$ cat src/rtl/sequential_divider_pkg.sv
// div_pkg: shared width, FSM states and constants for the sequential divider.
// Build option: SEQDIV_UNSIGNED_EN adds a signed_op input to the divider top.
package div_pkg;
    localparam int DIV_WIDTH = 32;
    localparam int ITER_W = $clog2(DIV_WIDTH);
    localparam logic [DIV_WIDTH-1:0] DIV_BY_ZERO_QUOT = '1;
    typedef enum logic [1:0] {IDLE, RUN, FIX, DONE} state_t;
endpackage

$ cat src/rtl/sequential_divider_step.sv
// div_step: one restoring radix-2 division step (combinational).
// Ports: rem (partial remainder), dvd_msb (next dividend bit), divisor (magnitude),
//        next_rem (updated remainder), q_bit (quotient bit produced this step).
module div_step
    import div_pkg::*;
#(
    parameter int WIDTH = DIV_WIDTH
) (
    input  logic [WIDTH-1:0] rem,
    input  logic             dvd_msb,
    input  logic [WIDTH-1:0] divisor,
    output logic [WIDTH-1:0] next_rem,
    output logic             q_bit
);
    logic [WIDTH:0] w_shift;
    // One extra bit so a remainder with its top bit set still compares correctly.
    assign w_shift  = {rem, dvd_msb};
    assign q_bit    = w_shift >= {1'b0, divisor};
    assign next_rem = q_bit ? WIDTH'(w_shift - {1'b0, divisor}) : w_shift[WIDTH-1:0];
endmodule

$ cat src/rtl/sequential_divider.sv
// sequential_divider: multi-cycle signed restoring divider, one quotient bit per clock.
// Ports: clk, rst_n (async active-low); start/dividend/divisor request inputs;
//        busy, done (one-cycle pulse), quotient, remainder, div_by_zero results.
// Build option: SEQDIV_UNSIGNED_EN adds signed_op (0 = unsigned operation).
module sequential_divider
    import div_pkg::*;
#(
    parameter int WIDTH = DIV_WIDTH
) (
    input  logic             clk,
    input  logic             rst_n,
    input  logic             start,
    input  logic [WIDTH-1:0] dividend,
    input  logic [WIDTH-1:0] divisor,
`ifdef SEQDIV_UNSIGNED_EN
    input  logic             signed_op,
`endif
    output logic             busy,
    output logic             done,
    output logic [WIDTH-1:0] quotient,
    output logic [WIDTH-1:0] remainder,
    output logic             div_by_zero
);
    localparam int IW = $clog2(WIDTH);
    state_t           r_state;
    logic [IW-1:0]    r_iter;
    logic [WIDTH-1:0] r_rem, r_dvd, r_dsr;
    logic             r_sign_q, r_sign_r;
    logic             w_signed, w_neg_a, w_neg_b, w_dbz, w_q_bit;
    logic [WIDTH-1:0] w_abs_a, w_abs_b, w_next_rem;
`ifdef SEQDIV_UNSIGNED_EN
    assign w_signed = signed_op;
`else
    assign w_signed = 1'b1;
`endif
    assign w_neg_a = w_signed & dividend[WIDTH-1];
    assign w_neg_b = w_signed & divisor[WIDTH-1];
    assign w_abs_a = w_neg_a ? -dividend : dividend;
    assign w_abs_b = w_neg_b ? -divisor : divisor;
    assign w_dbz   = divisor == '0;
    div_step #(.WIDTH(WIDTH)) u_step (
        .rem     (r_rem),
        .dvd_msb (r_dvd[WIDTH-1]),
        .divisor (r_dsr),
        .next_rem(w_next_rem),
        .q_bit   (w_q_bit)
    );
    // r_dvd doubles as the quotient register: dividend bits shift out the top
    // while quotient bits shift in at the bottom.
    always_ff @(posedge clk or negedge rst_n) begin
        if (!rst_n) begin
            r_state     <= IDLE;
            r_iter      <= '0;
            r_rem       <= '0;
            r_dvd       <= '0;
            r_dsr       <= '0;
            r_sign_q    <= 1'b0;
            r_sign_r    <= 1'b0;
            busy        <= 1'b0;
            done        <= 1'b0;
            quotient    <= '0;
            remainder   <= '0;
            div_by_zero <= 1'b0;
        end else begin
            case (r_state)
                IDLE: begin
                    done <= 1'b0;
                    if (start) begin
                        r_rem       <= '0;
                        r_iter      <= '0;
                        r_dsr       <= w_abs_b;
                        r_dvd       <= w_dbz ? dividend : w_abs_a;
                        r_sign_q    <= w_neg_a ^ w_neg_b;
                        r_sign_r    <= w_neg_a;
                        div_by_zero <= 1'b0;
                        busy        <= 1'b1;
                        r_state     <= w_dbz ? DONE : RUN;
                    end
                end
                RUN: begin
                    r_rem  <= w_next_rem;
                    r_dvd  <= {r_dvd[WIDTH-2:0], w_q_bit};
                    r_iter <= r_iter + 1'b1;
                    if (r_iter == IW'(WIDTH - 1)) r_state <= FIX;
                end
                FIX: begin
                    quotient  <= r_sign_q ? -r_dvd : r_dvd;
                    remainder <= r_sign_r ? -r_rem : r_rem;
                    busy      <= 1'b0;
                    done      <= 1'b1;
                    r_state   <= DONE;
                end
                default: begin
                    // Arrival from FIX already raised done; arrival straight from
                    // IDLE (divide by zero) raises it here, one cycle later.
                    if (done) begin
                        done    <= 1'b0;
                        r_state <= IDLE;
                    end else begin
                        quotient    <= WIDTH'(DIV_BY_ZERO_QUOT);
                        remainder   <= r_dvd;
                        div_by_zero <= 1'b1;
                        busy        <= 1'b0;
                        done        <= 1'b1;
                    end
                end
            endcase
        end
    end
endmodule

$ cat config.mk
export PLATFORM = sky130hd
export DESIGN_NAME = sequential_divider
export DESIGN_NICKNAME = d
export VERILOG_FILES = /design/src/rtl/sequential_divider_pkg.sv /design/src/rtl/sequential_divider_step.sv /design/src/rtl/sequential_divider.sv
export SDC_FILE = /design/constraint.sdc
export NUM_CORES = 1
export LEC_CHECK = 0
export ABC_AREA = 1
export BUFFER_PORTS_ARGS = -buffer_cell sky130_fd_sc_hd__buf_2
export CAP_MARGIN = 10
export CORE_MARGIN = 2
export CORE_UTILIZATION = 40
export DETAILED_ROUTE_END_ITERATION = 8
export PLACE_DENSITY = 0.66
export SYNTH_ARGS = -nofsm -noshare
export SYNTH_HDL_FRONTEND = slang
export SYNTH_SLANG_ARGS = --single-unit
$ cat constraint.sdc
create_clock -name clk -period 2.8 [get_ports clk]
set_input_delay 0.28 -clock clk [delete_from_list [all_inputs] [get_ports clk]]
set_output_delay 0.28 -clock clk [all_outputs]
set_load 0.02 [all_outputs]
# [Word-level counts from Yosys, hierarchy flattened]
# Index checks and enable logic that the tools add are counted.
[word_totals] reg_bits=172 inputBits=67 word_cells=72
[op_classes] addsub=6 order_cmp=1 n_eq_ne=8 mux=29 bitwise=4 reduce_logical=12
[ops] operator="2-to-1 mux 32 bit" count=10
[ops] operator="one-hot mux 32 bit (2 select lines)" count=4
[ops] operator="negator 32 bit" count=4
[ops] operator="greater-or-equal comparator 33 x 32 -> 1 bit" count=1
[ops] operator="zero test 32 bit" count=1
[ops] operator="subtractor 32 bit" count=1
[ops] operator="one-hot mux 5 bit (2 select lines)" count=1
[ops] operator="AND reduction 3 bit" count=3
[ops] operator="2-to-1 mux 2 bit" count=4
[ops] operator="one-hot mux 1 bit (3 select lines)" count=2
[ops] operator="one-hot mux 2 bit (3 select lines)" count=1
[ops] operator="AND reduction 2 bit" count=3
[ops] operator="adder 5 x 1 -> 5 bit (second input constant)" count=1
[ops] operator="equality test 5 bit (second input constant)" count=1
[ops] operator="2-to-1 mux 1 bit" count=5
[ops] operator="2-to-1 mux 5 bit" count=1
[ops] operator="inequality test 2 x 1 -> 1 bit (second input constant)" count=2
[ops] operator="inequality test 2 bit (second input constant)" count=2
[ops] operator="nonzero test 4 bit" count=1
[ops] operator="OR reduction 2 bit" count=2
[ops] operator="inequality test 3 x 1 -> 1 bit (second input constant)" count=1
[ops] operator="inverter 1 bit" count=3
[ops] operator="equality test 2 x 1 -> 1 bit (second input constant)" count=1
[ops] operator="equality test 2 bit (second input constant)" count=1
[ops] operator="4 further kinds" count=4

# [Depth between registers and ports, before layout]
# Gate-level depths: netlist of run 1.
[logic_depth] word_depth=5 depth_mapped=16

# [By module]
# Synthesis of run 1 repeated with hierarchy kept, for this count alone.
[hier_totals] hier_cells=2274 area_unflattened_um2=14278.7
[by_module_without_submodules] mod="sequential_divider" instances=1 cells_each=1619 area_each_um2=11066.9
[by_module_without_submodules] mod="div_step" instances=1 cells_each=655 area_each_um2=3211.8

# [Worst setup path after synthesis of run 1]
# OpenSTA, ideal clock, no wires.
[synth_timing] path_type="register to register" startpoint="reg r_rem[23]" endpoint="reg r_rem[15]" arrival_ns=1.886 slack_ns=0.796 path_stages_with_launch=13 period_less_slack_ns=2.004 cell_sequence="dfrtp_1 -> ha_1 -> nand2_2 -> inv_1 -> a21oi_1 -> nand2_1 -> nand2_1 -> nand2_2 -> nor2_8 -> buf_2 -> nand3_1 -> nand3_1 -> nand2_1"
[synth_between] elab_chain_len=3
[synth_rtl] item="from (decl)" line_no="sequential_divider.sv:27" source="logic [WIDTH-1:0] r_rem, r_dvd, r_dsr;"
[synth_rtl] item="from (signal assigned)" line_no="sequential_divider.sv:81" source="r_rem <= w_next_rem;"
[synth_rtl] item="greater-or-equal comparator 33 x 32 -> 1 bit" line_no="sequential_divider_step.sv:18" source="assign q_bit = w_shift >= {1'b0, divisor};"
[synth_rtl] item="2-to-1 mux 32 bit" line_no="sequential_divider_step.sv:19" source="assign next_rem = q_bit ? WIDTH'(w_shift - {1'b0, divisor}) : w_shift[WIDTH-1:0];"
[synth_rtl] item="one-hot mux 32 bit (2 select lines)" line_no="sequential_divider.sv:65" source="case (r_state)"
# Every way passes these cells.
# A chain may end at the register's enable or synchronous reset.

# [Worst setup path in the final report of run 1]
[layout_timing] startpoint="reg r_rem[27]" endpoint="reg r_rem[29]"
[layout_between] elab_chain_len=3
[layout_rtl] item="subtractor 32 bit or greater-or-equal comparator 33 x 32 -> 1 bit (tied branches)" line_no="sequential_divider_step.sv:19, sequential_divider_step.sv:18"
[layout_rtl] item="2-to-1 mux 32 bit *" line_no="sequential_divider_step.sv:19"
[layout_rtl] item="one-hot mux 32 bit (2 select lines) *" line_no="sequential_divider.sv:65"
# Every way passes the cells marked *; elsewhere a longest branch is shown, timed or not.

==> results.md, run 1 <==
* Setup slack, reg-to-reg at 0.33 ns
* Vias in the first global route at 13400
* Met1 Wirelength at 22400 um
* # resized after CTS at 0
* Logic pwr share at 0.638
* Initial core utilization at 0.408
* Slew margin rel. at 0.432
* Wire per inst at 16.8 um
* Max Freq at 404 MHz
* Clock network power share at 0.130
* GRT Overall Usage at 0.264
* Run status: completed
* Maxcap violations at 0
* Final hold viol count at 0
* P_leak at 8.18 nW
* Area delta synth->final at 13.3%
* Hold Path Sink: r_sign_r
* TritonRoute pass-1 iters at 6
* Sw power at 10.9 mW
* Worst EP required at 3.14 ns
* CTS Buf Count at 17
* Clock sinks at 172
* R2R Path Start: r_rem[27]
* Final net count at 2418
* Root Driver: clkbuf_16
* RSZ-0062 raised after global routing: false
* Crit start category: flip-flop
* Routed WL at 46500 um
* I/O pin cnt at 134
* Share of cells above drive strength 1 at 0.110
* Post-CTS setup buffers at 0
* Clk_lat worst skew at 0.45 ns
* Power per cell area at 1280 nW/um2
* Ys flop type: dfrtp_1
* Max VDD drop at 584 uV
* Avg Cell Area, Syn at 6.26 um2
* Post-synth EDFFs at 0
* Fraction of registers with async set/reset at 1.00
* Core area at 33600 um2
* Die area at 35800 um2
* H-Tree Level Count at 4
* Critical path endpoint category: flip-flop
* Path type of the worst min-delay path: in -> reg
* CP max FO at 32
* DR iter-0 viols at 1217
* Hold depth at 3
* DRC at 0
* Syn_nets at 2302
* Max Root-Sink Buffers at 2
* Worst Tran Pin Value at 0.851 ns
* Post-route insts no fill at 2769
* Met2 wire length at 19200 um
* Post-DRT Antenna Nets at 0
* Seq pwr share at 0.232
* Die width at 189 um
* Routed vias/inst at 5.24
* Post-synthesis cell count at 2192
* Chip height at 189 um
* R2R depth at 11
* Port bufs at 133
* Final setup vio count at 0
* First-pass GRT wire length at 74000 um
* Share of the synthesized area in the top cell type at 0.314
* CTS tree: built
* Int Power at 8.96 mW
* Antenna violations before repair at 0
* HP Start: dividend[31]
* Synth top area cells: dfrtp_1 31%, nand2_1 20%, nand3_1 8.2%
* Clk slew on worst S/H paths at 0.08 ns
* Met3 WL at 3330 um
* YS warnings at 0
* Critical Setup Path Class: reg -> reg
* Final count of pins violating max slew at 0
* HPWL Detailed at 37200 um
* CTS Hold Buffers Added at 1
* ANT cells at 0
* Part of the Yosys area used for sequential elements at 0.314
* Clock Skew at 0.0159 ns
* Uppermost layer routed: met4
* Cell taking the most area after synthesis: dfrtp_1
* Synth Cell Area at 13700 um2
* Post-layout minimum cycle time at 2.47 ns
* Sw Ratio at 0.549
* Pre-CTS setup slack at 0.260 ns
* Worst setup margin at 0.326 ns
* Register bit total from synthesis at 172
* Final GP Congestion at 0.977
* Inst Count DP at 2736
* Via count at 14500
* Row cnt at 67
* RR Endpoint: r_rem[29]
* Final critical-path share of the clock period at 0.883
* Synth cell types at 48
* Setup TNS at 0 ns
* Largest net degree at the start of global routing at 64
* Core Util, Final at 0.462
* WP data arrival at 2.82 ns
* Total gr overflow at 0
==> power groups by stage <==
stage / Clock, mW / Combinational (mW) / Sequential [mW]
2_1_floorplan: 0 / 8.72 / 4.68
3_3_place_gp: 0 / 12.4 / 4.60
3_5_place_dp: 0 / 12.5 / 4.63
4_1_cts: 2.61 / 12.5 / 4.58
5_1_grt: 2.73 / 14.2 / 4.74
6_report: 2.59 / 12.7 / 4.62
==> routing by layer <==
metal | track usage | vias up
met5 | 0 | -
li1 | - | 7249
met1 | 0.392 | 6628
met3 | 0.0334 | 74
met2 | 0.388 | 569
met4 | 0.0977 | 0
==> sequential cells by signal (all words and copies together) (netlist names) <==
register	flops
r_dvd	32
quotient	32
busy	1
div_by_zero	1
r_state	2
remainder	32
r_dsr	32
r_rem	32
r_sign_q	1
done	1
r_iter	5
r_sign_r	1
==> worst max-delay path, stage by stage (launching register included) <==
cell and delay, ns:
dfrtp_1 0.50, ha_1 0.41, a21oi_1 0.25, nand2_1 0.12, a21oi_1 0.19, nand2_2 0.12
nor2_8 0.22, nand2_8 0.19, nand2_2 0.19, nand2_1 0.07, nand2_1 0.07, nand2_1 0.05
==> kinds of logic (layout without fill, tap and decap cells) <==
family / after synthesis / in the layout / share of synthesized area
buf+inv: 380 / 509 / 0.109
flops: 172 / 172 / 0.314
compound gates: 277 / 277 / 0.111
xor+xnor: 42 / 42 / 0.0268
fa+ha+maj: 43 / 43 / 0.0398
simple gates: 1278 / 1278 / 0.401
==> synthesized netlist by cell type (all sizes together), types with 2 or more instances <==
library cell	instances
o21a	2
nand3	237
inv	308
o21ai	117
nor4	5
nand3b	14
a31oi	21
xnor2	19
dfrtp	172
a21oi	96
nand4	28
ha	42
or2	8
nand2	737
xor2	23
o21bai	6
o31ai	4
nor3	28
buf	32
and2	2
o221ai	5
o22ai	12
o211ai	9
clkbuf	37
clkinv	3
nor2	219
==> through the flow <==
stage	total power, mW	cell area (um2)	hold WS [ns]
2_1_floorplan	13.4	13700	-0.0156
3_3_place_gp	17.0	14900	0.290
3_5_place_dp	17.1	14900	0.292
4_1_cts	19.7	15500	0.135
5_1_grt	21.7	15500	0.160
6_report	19.9	15500	0.147
==> placed cells by master (no fill, tap or decap), types with 14 or more instances in the layout <==
| cell | synthesis | final |
|---|---|---|
| nand2_1 | 728 | 728 |
| inv_1 | 300 | 299 |
| nand3_1 | 225 | 225 |
| nor2_1 | 203 | 201 |
| dfrtp_1 | 172 | 172 |
| buf_2 | 16 | 132 |
| o21ai_0 | 103 | 103 |
| a21oi_1 | 96 | 96 |
| ha_1 | 42 | 42 |
| buf_4 | 1 | 30 |
| nor3_1 | 28 | 28 |
| nand4_1 | 26 | 26 |
| xor2_1 | 23 | 23 |
| a31oi_1 | 21 | 21 |
| xnor2_1 | 19 | 19 |
| clkbuf_16 | 0 | 17 |
| nand3b_1 | 14 | 14 |
| o21ai_1 | 14 | 14 |
==> worst max-delay path by stage <==
| stage | startpoint | to | cells after the start |
|---|---|---|---|
| CTS | r_rem[27] | r_rem[29] | 11 |
| floorplan | r_rem[23] | r_rem[15] | 12 |
| global route | r_rem[21] | r_rem[29] | 13 |
| detailed placement | divisor[0] | r_dvd[17] | 12 |
| global placement | divisor[0] | r_dvd[27] | 12 |
| finish | r_rem[27] | r_rem[29] | 11 |
==> cell type report <==
type,count,area [um2]
repair buffers,166,947
flip-flops and latches,172,4300
clock inverters,15,205
clock buffers,17,425
well taps,448,561
fillers,3605,18100
inverters,311,1170
multi-input cells,1640,7940
Power figures use the tool's default switching activity.
==> run 2: changes to the inputs <==
- CAP_MARGIN: 10 -> not set
- CORE_UTILIZATION: 40 -> 30
- PLACE_DENSITY: 0.66 -> 0.52
==> results.md, run 2 (synthesis gave the netlist of run 1 again) <==
* Commonest non-fill, non-tap cell in the layout: nand2_1
* DR iter-0 viols at 1088 (-11%)
* Post-layout minimum cycle time at 2.51 ns (+0.0326 ns)
* Share of cells above drive strength 1 at 0.113 (+0.00315)
* GRT Overall Usage at 0.218 (-0.0459)
* WP data arrival at 2.91 ns (+0.09 ns)
* Crit start category: flip-flop
* CP Launch Point: r_rem[19]
* Die width at 218 um (+15%)
* TritonRoute pass-1 iters at 5 (-1)
* Slew margin rel. at 0.386 (-0.0458)
* Maxcap violations at 0 (unchanged)
* Antenna violations before repair at 0 (unchanged)
* Root Driver: clkbuf_16
* Clk_lat worst skew at 0.47 ns (+0.02 ns)
* Initial core utilization at 0.303 (-0.105)
* Clock sinks at 172 (unchanged)
* Wire per inst at 17.3 um (+2.8%)
* Final critical-path share of the clock period at 0.895 (+0.0116)
* Clk slew on worst S/H paths at 0.07 ns (about the same)
* RSZ-0062 raised after global routing: false
* Setup TNS at 0 ns (unchanged)
* CTS tree: built
* Area delta synth->final at 15.0%
* Critical Setup Path Class: reg -> reg
* Die area at 47500 um2 (+33%)
* Port bufs at 133 (unchanged)
* Final setup vio count at 0 (unchanged)
* Row cnt at 78 (+16%)
* Vias in the first global route at 13800 (+2.7%)
* Final hold viol count at 0 (unchanged)
* Final net count at 2425 (+0.29%)
* Clock network power share at 0.129 (about the same)
* Sw Ratio at 0.548 (-0.00117)
* Worst hold slack at 0.126 ns (-0.0208 ns)
* Via count at 14200 (-2.0%)
* Final GP Congestion at 0.952 (-2.5%)
* P_leak at 8.20 nW (+0.29%)
* Core area at 45300 um2 (+35%)
* HP Start: start
* ANT cells at 0 (unchanged)
* Sw power at 11.0 mW (+1.1%)
* HPWL Detailed at 40600 um (+9.4%)
* Chip height at 218 um (+15%)
* First-pass GRT wire length at 79600 um (+7.5%)
* H-Tree Level Count at 4 (unchanged)
* Final count of pins violating max slew at 0 (unchanged)
* CP max FO at 32 (unchanged)
* Clock Skew at 0.0131 ns (-0.00281 ns)
* Max Root-Sink Buffers at 2 (unchanged)
* Critical path endpoint category: flip-flop
* Largest net degree at the start of global routing at 73 (+14%)
* Worst Tran Pin Value at 0.919 ns (+0.0689 ns)
* Run status: completed
* CTS Buf Count at 17 (unchanged)
* # fillers at 5068 (+41%)
* Commonest non-fill, non-tap cells in the layout: 728 x nand2_1, 299 x inv_1, 225 x nand3_1
* Power per cell area at 1280 nW/um2 (-0.19%)
* Max VDD drop at 620 uV (+6.2%)
* I/O pin cnt at 134 (unchanged)
* DRC at 0 (unchanged)
* Worst EP required at 3.21 ns (+0.07 ns)
* Post-CTS setup buffers at 0 (unchanged)
* Int Power at 9.10 mW (+1.6%)
* Total gr overflow at 0 (unchanged)
* R2R Path Start: r_rem[19]
* Area of the multi-input gates at 7940 um2 (about the same)
* Routed vias/inst at 4.86 (-7.3%)
* Logic pwr share at 0.644 (+0.006)
* Max Freq at 399 MHz (-1.3%)
* Routed WL at 50500 um (+8.6%)
* Post-DRT Antenna Nets at 0 (unchanged)
* Seq pwr share at 0.227 (-0.005)
* Register Area at 4300 um2 (unchanged)
* Path type of the worst min-delay path: in -> reg
-- run 2: worst paths after layout --
path / end / slack (ns) / cells after the start
worst max-delay path: r_rem[28] / 0.29 / 11
min in group asynchronous: quotient[2] / 0.39 / 2
worst max register to register: r_rem[28] / 0.29 / 11
worst min register to register: remainder[28] / 0.48 / 2
max in group asynchronous: r_state[0] / 1.55 / 3
worst min-delay path: busy / 0.13 / 3
-- run 2: stage by stage --
stage | cells | setup slack (ns) | area, um2 | power, mW | utilization
finish | 2927 | 0.294 | 15800 | 20.1 | 0.349
global route | 2927 | 0.0228 | 15800 | 22.1 | 0.349
CTS | 2927 | 0.226 | 15800 | 20.2 | 0.348
detailed placement | 2895 | 0.225 | 15200 | 17.5 | 0.335
global placement | 2895 | 0.205 | 15200 | 17.6 | 0.335
floorplan | 2192 | 0.796 | 13700 | 13.4 | -
-- run 2: per-layer routing --
metal  part of all wire  up-vias  global-route usage
met5                  0        -                   0
met4              0.030        0              0.0785
met3              0.038       66              0.0264
met2               0.46      359               0.361
met1               0.47     6545               0.291
li1                   -     7260                   -
-- run 2: worst max-delay path: stages (launching register included) --
cell and delay [ns]:
dfrtp_1 0.51, ha_2 0.44, nand2_1 0.13, nor2_2 0.19
nand2_1 0.13, nor4_4 0.25, nand2_4 0.19, nand2_8 0.22
nand2_2 0.15, nand2_1 0.11, nand2_1 0.05, nand2_1 0.05
-- run 2: power groups by stage --
stage          Combinational (mW)  Sequential (mW)  Clock, mW
4_1_cts                      13.0             4.56       2.63
2_1_floorplan                8.72             4.68          0
6_report                     13.0             4.57       2.60
5_1_grt                      14.7             4.69       2.74
3_3_place_gp                 13.0             4.56          0
3_5_place_dp                 12.9             4.60          0
-- run 2: what timing repair did --
item | in CTS | in global routing
hold endpoints to repair | 60 | 0
hold buffers | 1 | 0
endpoints found under the setup margin | 0 | 3
resized for setup | 0 | 2
-- run 2: area by class of cell --
cell class                      count  area share
Multi-Input combinational cell   1640       0.503
Sequential cell                   172       0.273
Inverter                          311      0.0740
Timing Repair Buffer              173      0.0641
Tap cell                          600      0.0476
Clock buffer                       18      0.0278
Clock inverter                     13      0.0105
